==> src/rtl/view_pkg.sv <==
// Shared encodings for the seven-segment view scheduler: FSM states,
// view source codes and helpers that map a state onto its display source.
package view_pkg;

  localparam int unsigned NUM_REGS = 32;

  localparam logic [2:0] ST_IDLE     = 3'd0;
  localparam logic [2:0] ST_SCAN_REG = 3'd1;
  localparam logic [2:0] ST_SCAN_RAM = 3'd2;
  localparam logic [2:0] ST_SCAN_CYC = 3'd3;
  localparam logic [2:0] ST_PRINT    = 3'd4;

  typedef enum logic [1:0] {
    VS_PRINT = 2'd0,
    VS_REG   = 2'd1,
    VS_RAM   = 2'd2,
    VS_CYCLE = 2'd3
  } view_src_e;

  // IDLE and PRINT both show the latched print value.
  function automatic view_src_e state_src(input logic [2:0] st);
    case (st)
      ST_SCAN_REG: return VS_REG;
      ST_SCAN_RAM: return VS_RAM;
      ST_SCAN_CYC: return VS_CYCLE;
      default:     return VS_PRINT;
    endcase
  endfunction

  function automatic logic is_scan(input logic [2:0] st);
    return (st == ST_SCAN_REG) || (st == ST_SCAN_RAM) || (st == ST_SCAN_CYC);
  endfunction

endpackage

==> src/rtl/view_scheduler_dwell_timer.sv <==
// 32-bit up-counter with enable and synchronous clear; tc_o pulses on the
// enabled cycle at LIMIT-1, where the count wraps back to zero.
module dwell_timer #(
  parameter int unsigned LIMIT = 1
) (
  input  logic clk_i,
  input  logic rst_ni,
  input  logic en_i,
  input  logic clr_i,
  output logic tc_o
);

  localparam logic [31:0] LAST = LIMIT - 32'd1;

  logic [31:0] cnt_q;
  logic [31:0] cnt_d;

  assign tc_o = en_i && (cnt_q == LAST);

  always_comb begin
    cnt_d = cnt_q;
    if (clr_i) begin
      cnt_d = '0;
    end else if (en_i) begin
      cnt_d = tc_o ? '0 : cnt_q + 32'd1;
    end
  end

  // NOTE: state registers use non-blocking assignment so every flop samples
  // the pre-edge value of its neighbours, matching the hardware.
  always_ff @(posedge clk_i or negedge rst_ni) begin
    if (!rst_ni) begin
      cnt_q <= '0;
    end else begin
      cnt_q <= cnt_d;
    end
  end

endmodule

==> src/rtl/view_scheduler.sv <==
// Debug display sequencer: scans registers then RAM words, preempted by
// print requests. Build option VIEW_CYCLE_EN adds a cycle-count view after RAM.
module view_scheduler
  import view_pkg::*;
#(
  parameter int unsigned DWELL_TICKS = 50_000_000,
  parameter int unsigned PRINT_HOLD  = 200_000_000,
  parameter int unsigned RAM_WORDS   = 64
) (
  input  logic        clk_in,
  input  logic        CLR_n,
  input  logic        start,
  input  logic        stop,
  input  logic        step,
  input  logic        hold,
  input  logic        print_req,
  input  logic [31:0] print_data,
  output logic        print_ack,
  output logic [31:0] print_value,
  output logic [1:0]  view_src,
  output logic [4:0]  reg_idx,
  output logic [5:0]  ram_idx,
  output logic        busy
);

  localparam logic [4:0] REG_LAST = 5'(NUM_REGS - 1);
  localparam logic [5:0] RAM_LAST = 6'(RAM_WORDS - 1);

  logic [2:0]  state_q, state_d;
  logic [2:0]  ret_q, ret_d;
  logic [4:0]  reg_idx_q, reg_idx_d;
  logic [5:0]  ram_idx_q, ram_idx_d;
  logic [31:0] print_value_q, print_value_d;
  logic        print_ack_q, print_ack_d;
  logic [1:0]  view_src_q, view_src_d;
  logic        busy_q, busy_d;

  logic dwell_en, dwell_clr, dwell_tc;
  logic hold_en, hold_clr, hold_tc;
  logic advance;

  assign dwell_en = is_scan(state_q) && !hold;
  assign hold_en  = (state_q == ST_PRINT);
  assign advance  = step || dwell_tc;

  dwell_timer #(.LIMIT(DWELL_TICKS)) u_dwell (
    .clk_i  (clk_in),
    .rst_ni (CLR_n),
    .en_i   (dwell_en),
    .clr_i  (dwell_clr),
    .tc_o   (dwell_tc)
  );

  dwell_timer #(.LIMIT(PRINT_HOLD)) u_print_hold (
    .clk_i  (clk_in),
    .rst_ni (CLR_n),
    .en_i   (hold_en),
    .clr_i  (hold_clr),
    .tc_o   (hold_tc)
  );

  // NOTE: every signal written here gets a default first, so no path can
  // leave one unassigned and infer a latch.
  always_comb begin
    state_d       = state_q;
    ret_d         = ret_q;
    reg_idx_d     = reg_idx_q;
    ram_idx_d     = ram_idx_q;
    print_value_d = print_value_q;
    print_ack_d   = 1'b0;
    dwell_clr     = 1'b0;
    hold_clr      = 1'b0;

    if (print_req) begin
      print_value_d = print_data;
      print_ack_d   = 1'b1;
      hold_clr      = 1'b1;
      state_d       = ST_PRINT;
      // A concurrent stop means the print returns to IDLE; a repeat print
      // keeps the original return point.
      if (stop) begin
        ret_d = ST_IDLE;
      end else if (state_q != ST_PRINT) begin
        ret_d = state_q;
      end
    end else if (stop) begin
      state_d = ST_IDLE;
    end else begin
      if (is_scan(state_q)) begin
        dwell_clr = step;
      end
      case (state_q)
        ST_IDLE: begin
          if (start) begin
            state_d   = ST_SCAN_REG;
            reg_idx_d = '0;
            ram_idx_d = '0;
            dwell_clr = 1'b1;
          end
        end
        ST_SCAN_REG: begin
          if (advance) begin
            if (reg_idx_q == REG_LAST) begin
              reg_idx_d = '0;
              ram_idx_d = '0;
              state_d   = ST_SCAN_RAM;
            end else begin
              reg_idx_d = reg_idx_q + 5'd1;
            end
          end
        end
        ST_SCAN_RAM: begin
          if (advance) begin
            if (ram_idx_q == RAM_LAST) begin
              ram_idx_d = '0;
              reg_idx_d = '0;
`ifdef VIEW_CYCLE_EN
              state_d   = ST_SCAN_CYC;
`else
              state_d   = ST_SCAN_REG;
`endif
            end else begin
              ram_idx_d = ram_idx_q + 6'd1;
            end
          end
        end
`ifdef VIEW_CYCLE_EN
        ST_SCAN_CYC: begin
          if (advance) begin
            reg_idx_d = '0;
            state_d   = ST_SCAN_REG;
          end
        end
`endif
        ST_PRINT: begin
          if (hold_tc) begin
            state_d   = ret_q;
            dwell_clr = 1'b1;
          end
        end
        default: state_d = ST_IDLE;
      endcase
    end

    // Outputs are registered from the next state so they track it exactly.
    view_src_d = state_src(state_d);
    busy_d     = (state_d != ST_IDLE);
  end

  always_ff @(posedge clk_in or negedge CLR_n) begin
    if (!CLR_n) begin
      state_q       <= ST_IDLE;
      ret_q         <= ST_IDLE;
      reg_idx_q     <= '0;
      ram_idx_q     <= '0;
      print_value_q <= '0;
      print_ack_q   <= 1'b0;
      view_src_q    <= VS_PRINT;
      busy_q        <= 1'b0;
    end else begin
      state_q       <= state_d;
      ret_q         <= ret_d;
      reg_idx_q     <= reg_idx_d;
      ram_idx_q     <= ram_idx_d;
      print_value_q <= print_value_d;
      print_ack_q   <= print_ack_d;
      view_src_q    <= view_src_d;
      busy_q        <= busy_d;
    end
  end

  assign print_ack   = print_ack_q;
  assign print_value = print_value_q;
  assign view_src    = view_src_q;
  assign reg_idx     = reg_idx_q;
  assign ram_idx     = ram_idx_q;
  assign busy        = busy_q;

endmodule

==> config.mk <==
export PLATFORM = sky130hd
export DESIGN_NAME = view_scheduler
export DESIGN_NICKNAME = d
export VERILOG_FILES = /design/src/rtl/view_pkg.sv /design/src/rtl/view_scheduler_dwell_timer.sv /design/src/rtl/view_scheduler.sv
export SDC_FILE = /design/constraint.sdc
export NUM_CORES = 1
export LEC_CHECK = 0
export ABC_AREA = 0
export ABC_CLOCK_PERIOD_IN_PS = 3500
export CAP_MARGIN = 20
export CORE_UTILIZATION = 31
export DETAILED_ROUTE_END_ITERATION = 16
export PLACE_DENSITY_LB_ADDON = 0.3
export SLEW_MARGIN = 20
export SYNTH_ARGS = -nofsm -noshare
export SYNTH_HDL_FRONTEND = slang
export SYNTH_SLANG_ARGS = --single-unit
export TNS_END_PERCENT = 20
==> constraint.sdc <==
create_clock -name clk_in -period 3.5 [get_ports clk_in]
set_input_delay 0.525 -clock clk_in [delete_from_list [all_inputs] [get_ports clk_in]]
set_output_delay 0.525 -clock clk_in [all_outputs]
set_load 0.02 [all_outputs]
==> metrics.txt <==
register area share after synthesis=about half; Reg-to-Reg Start=u_print_hold.cnt_q[0]$_DFFE_PN0P_; syn_nets=644; LEAKAGE=3.19 nW; Worst-Margin Slew=between 0.7 and 0.8 ns; beginning of the critical path=u_print_hold.cnt_q[0]$_DFFE_PN0P_; Met1 Wirelength=6740 um; worst vdd ir=0.000378 V; synth top area cells=dfrtp_1 (49%), mux2_2 (6.4%), nor2_1 (4.4%); IO Count=86; Design Area, Final=0.00777 sq mm; fin util=around two fifths; Met2 Routed Length=slightly below 7000 um; Multi-input gate area=about 0.0029 sq mm; total power=between 3 and 4 mW; Tightest Hold Check Type=input port to async pin; fin cells=946; Core Area=approximately 0.019 sq mm; post-cts repair resize count=0; clk_lat worst skew=0.42 ns; setup ws final=0.311 ns; wire per inst=between 15 and 20 um; Layout area overhead=30.6%; Setup Buffers After CTS=0; post-synth top area cell=dfrtp_1; placed insts=914; Die Span X=141 um; Crit path top cell by count=or4_1; CTS tree=built; RD Place Congestion=0.898; routed length on met3=761 um; largest net degree at the start of global routing=55; clk buf depth=2; CP Class=flip-flop to flip-flop; Root Buffer=clkbuf_16; Slowest-stage cell, CP=or4_1; setup TNS=0 ns; Finish-stage setup viols=0; vias per cell=5.32; TritonCTS Buffers=17; Post-synth EDFFs=0; synthesized area=0.00595 sq mm; outcome=completed; vias in the first global route=roughly 4900; fill count=~1800; top achievable clock speed=314 MHz; endpoint class of the critical path=flip-flop; Placed Area=0.00712 sq mm; slowest stage delay, CP=~0.65 ns; flip-flop and latch area=0.00293 sq mm; first-pass GRT wire length=approximately 25000 um; final slew viol count=0; Clock transition at path regs=0.06 ns; Total GRT Usage=15.7%; DRC=0; Gate Count Post-Synth=600; Post-Route WL=14500 um; Die ar.=0.0198 sq mm; worst path arrival time=between 3 and 4 ns; count leader, synth=dfrtp_1; Final Hold Viols=0; Crit path required time=roughly 3.8 ns; pre-CTS WS=0.306 ns; DRT iter0 DRCs=302; FF+latch count, synth=117; H-tree depth=4; Unique masters post-synth=62; P per Cell Area=just under 500 mW/mm^2; Antenna Nets Post-Route=0; Maximum Capacitance Violations=0; slew margin rel.=between 50% and 60%; synthesized area per cell=9.92 sq um; uppermost layer routed=met4; RSZ-0062 raised after global routing=no; row count=50; worst hold slack=0.128 ns; Pre-Repair DR Iteration Count=5; Via Count=5029; share of the synthesized area in the top cell type=roughly half; Starting Density=between 30% and 40%; crit-path cells=ha_1 -> nand4_1 -> or4_1 -> or4_1 -> buf_4 -> a2111oi_4 -> or4b_1 -> a21oi_1; most frequent cells after synthesis=dfrtp_1 (117), nor2_1 (70), nand2_1 (48); initial antenna violation count=0; die height=between 100 and 150 um; Layout Nets=743; antenna diode instance count=0; layout cells sized above 1=12.5%; Post-CTS Hold Fix Bufs=0; Async SR Flop Fraction=100%; clock skew=0.0109 ns; Synth warnings=0; CP max FO=6; Setup crit start kind=flip-flop; period utilisation layout=between 90% and 100%; Post-synth top flop=dfrtp_1; Post-DP HPWL=a little over 10000 um; IO Port Bufs=85; fin crit period=3.19 ns; Clock Sinks=117; total grt overflow=0
## worst paths after layout
kind | to | slack [ns] | depth (start not counted)
max reg2reg | u_dwell.cnt_q[28]$_DFFE_PN0P_ | 0.31 | 8
min reg2reg | print_value[14]$_DFFE_PN0P_ | 0.50 | 1
min | u_print_hold.cnt_q[30]$_DFFE_PN0P_ | 0.13 | 1
max | u_dwell.cnt_q[28]$_DFFE_PN0P_ | 0.31 | 8
min in group clk_in | u_print_hold.cnt_q[31]$_DFFE_PN0P_ | 0.43 | 2
max in group asynchronous | u_print_hold.cnt_q[27]$_DFFE_PN0P_ | 2.67 | 2
## cells by family (layout without fill, tap and decap cells)
group,Yosys count,in the layout,synth area share (%)
simple gates,272,272,24.1
fa+ha+maj,5,5,1.05
flops,117,117,49.2
compound gates,104,104,11.7
xor+xnor,29,29,4.27
mux,39,39,7.28
buf+inv,34,146,2.42
## flip-flops by register name, indices dropped and copies added (netlist names), 2 cells and up
name	count
state_q	3
print_value	32
reg_idx	5
view_src	2
ret_q	3
u_dwell.cnt_q	32
u_print_hold.cnt_q	32
ram_idx	6
## cell usage in the layout, fill, tap and decap left out, drive strengths merged, types with 11 or more instances in the layout
cell           instances
a21oi                 33
and3                  16
buf                   17
clkbuf                19
clkdlybuf4s50         83
dfrtp                117
inv                   14
mux2                  34
nand2                 48
nand3                 35
nand4                 17
nor2                  70
nor3                  13
nor4                  11
o21ai                 29
or3                   14
or4                   11
xor2                  21
## critical path, delay by kind of cell (launching register included)
kind,cells,cell delay (ns)
AO/OA/AOI/OAI,2,0.51
flip-flops,1,0.40
buffers and inverters,1,0.22
adder cells (fa/ha/maj),1,0.20
AND/OR/NAND/NOR,4,1.79
## layout make-up
| class | instances | area share, % |
|---|---|---|
| Multi-Input combinational cell | 449 | 37.0 |
| Timing Repair Buffer | 100 | 12.5 |
| Tap cell | 234 | 3.77 |
| Inverter | 14 | 0.677 |
| Clock buffer | 19 | 5.70 |
| Sequential cell | 117 | 37.7 |
| Clock inverter | 13 | 2.64 |
## per-layer routing
metal	GRT usage, %	vias up
met1	21.0	2468
met2	24.4	144
met3	4.14	16
met5	0	-
met4	6.12	0
li1	-	2401
## power breakdown
part / switching [mW] / leakage, nW / internal [mW] / total (mW)
sequential: 0.0730 / 1.53 / 1.44 / 1.51
combinational: 0.206 / 1.34 / 0.209 / 0.415
clock: 0.634 / 0.309 / 1.28 / 1.91
total: 0.913 / 3.19 / 2.92 / 3.84
Power figures use the tool's default switching activity.
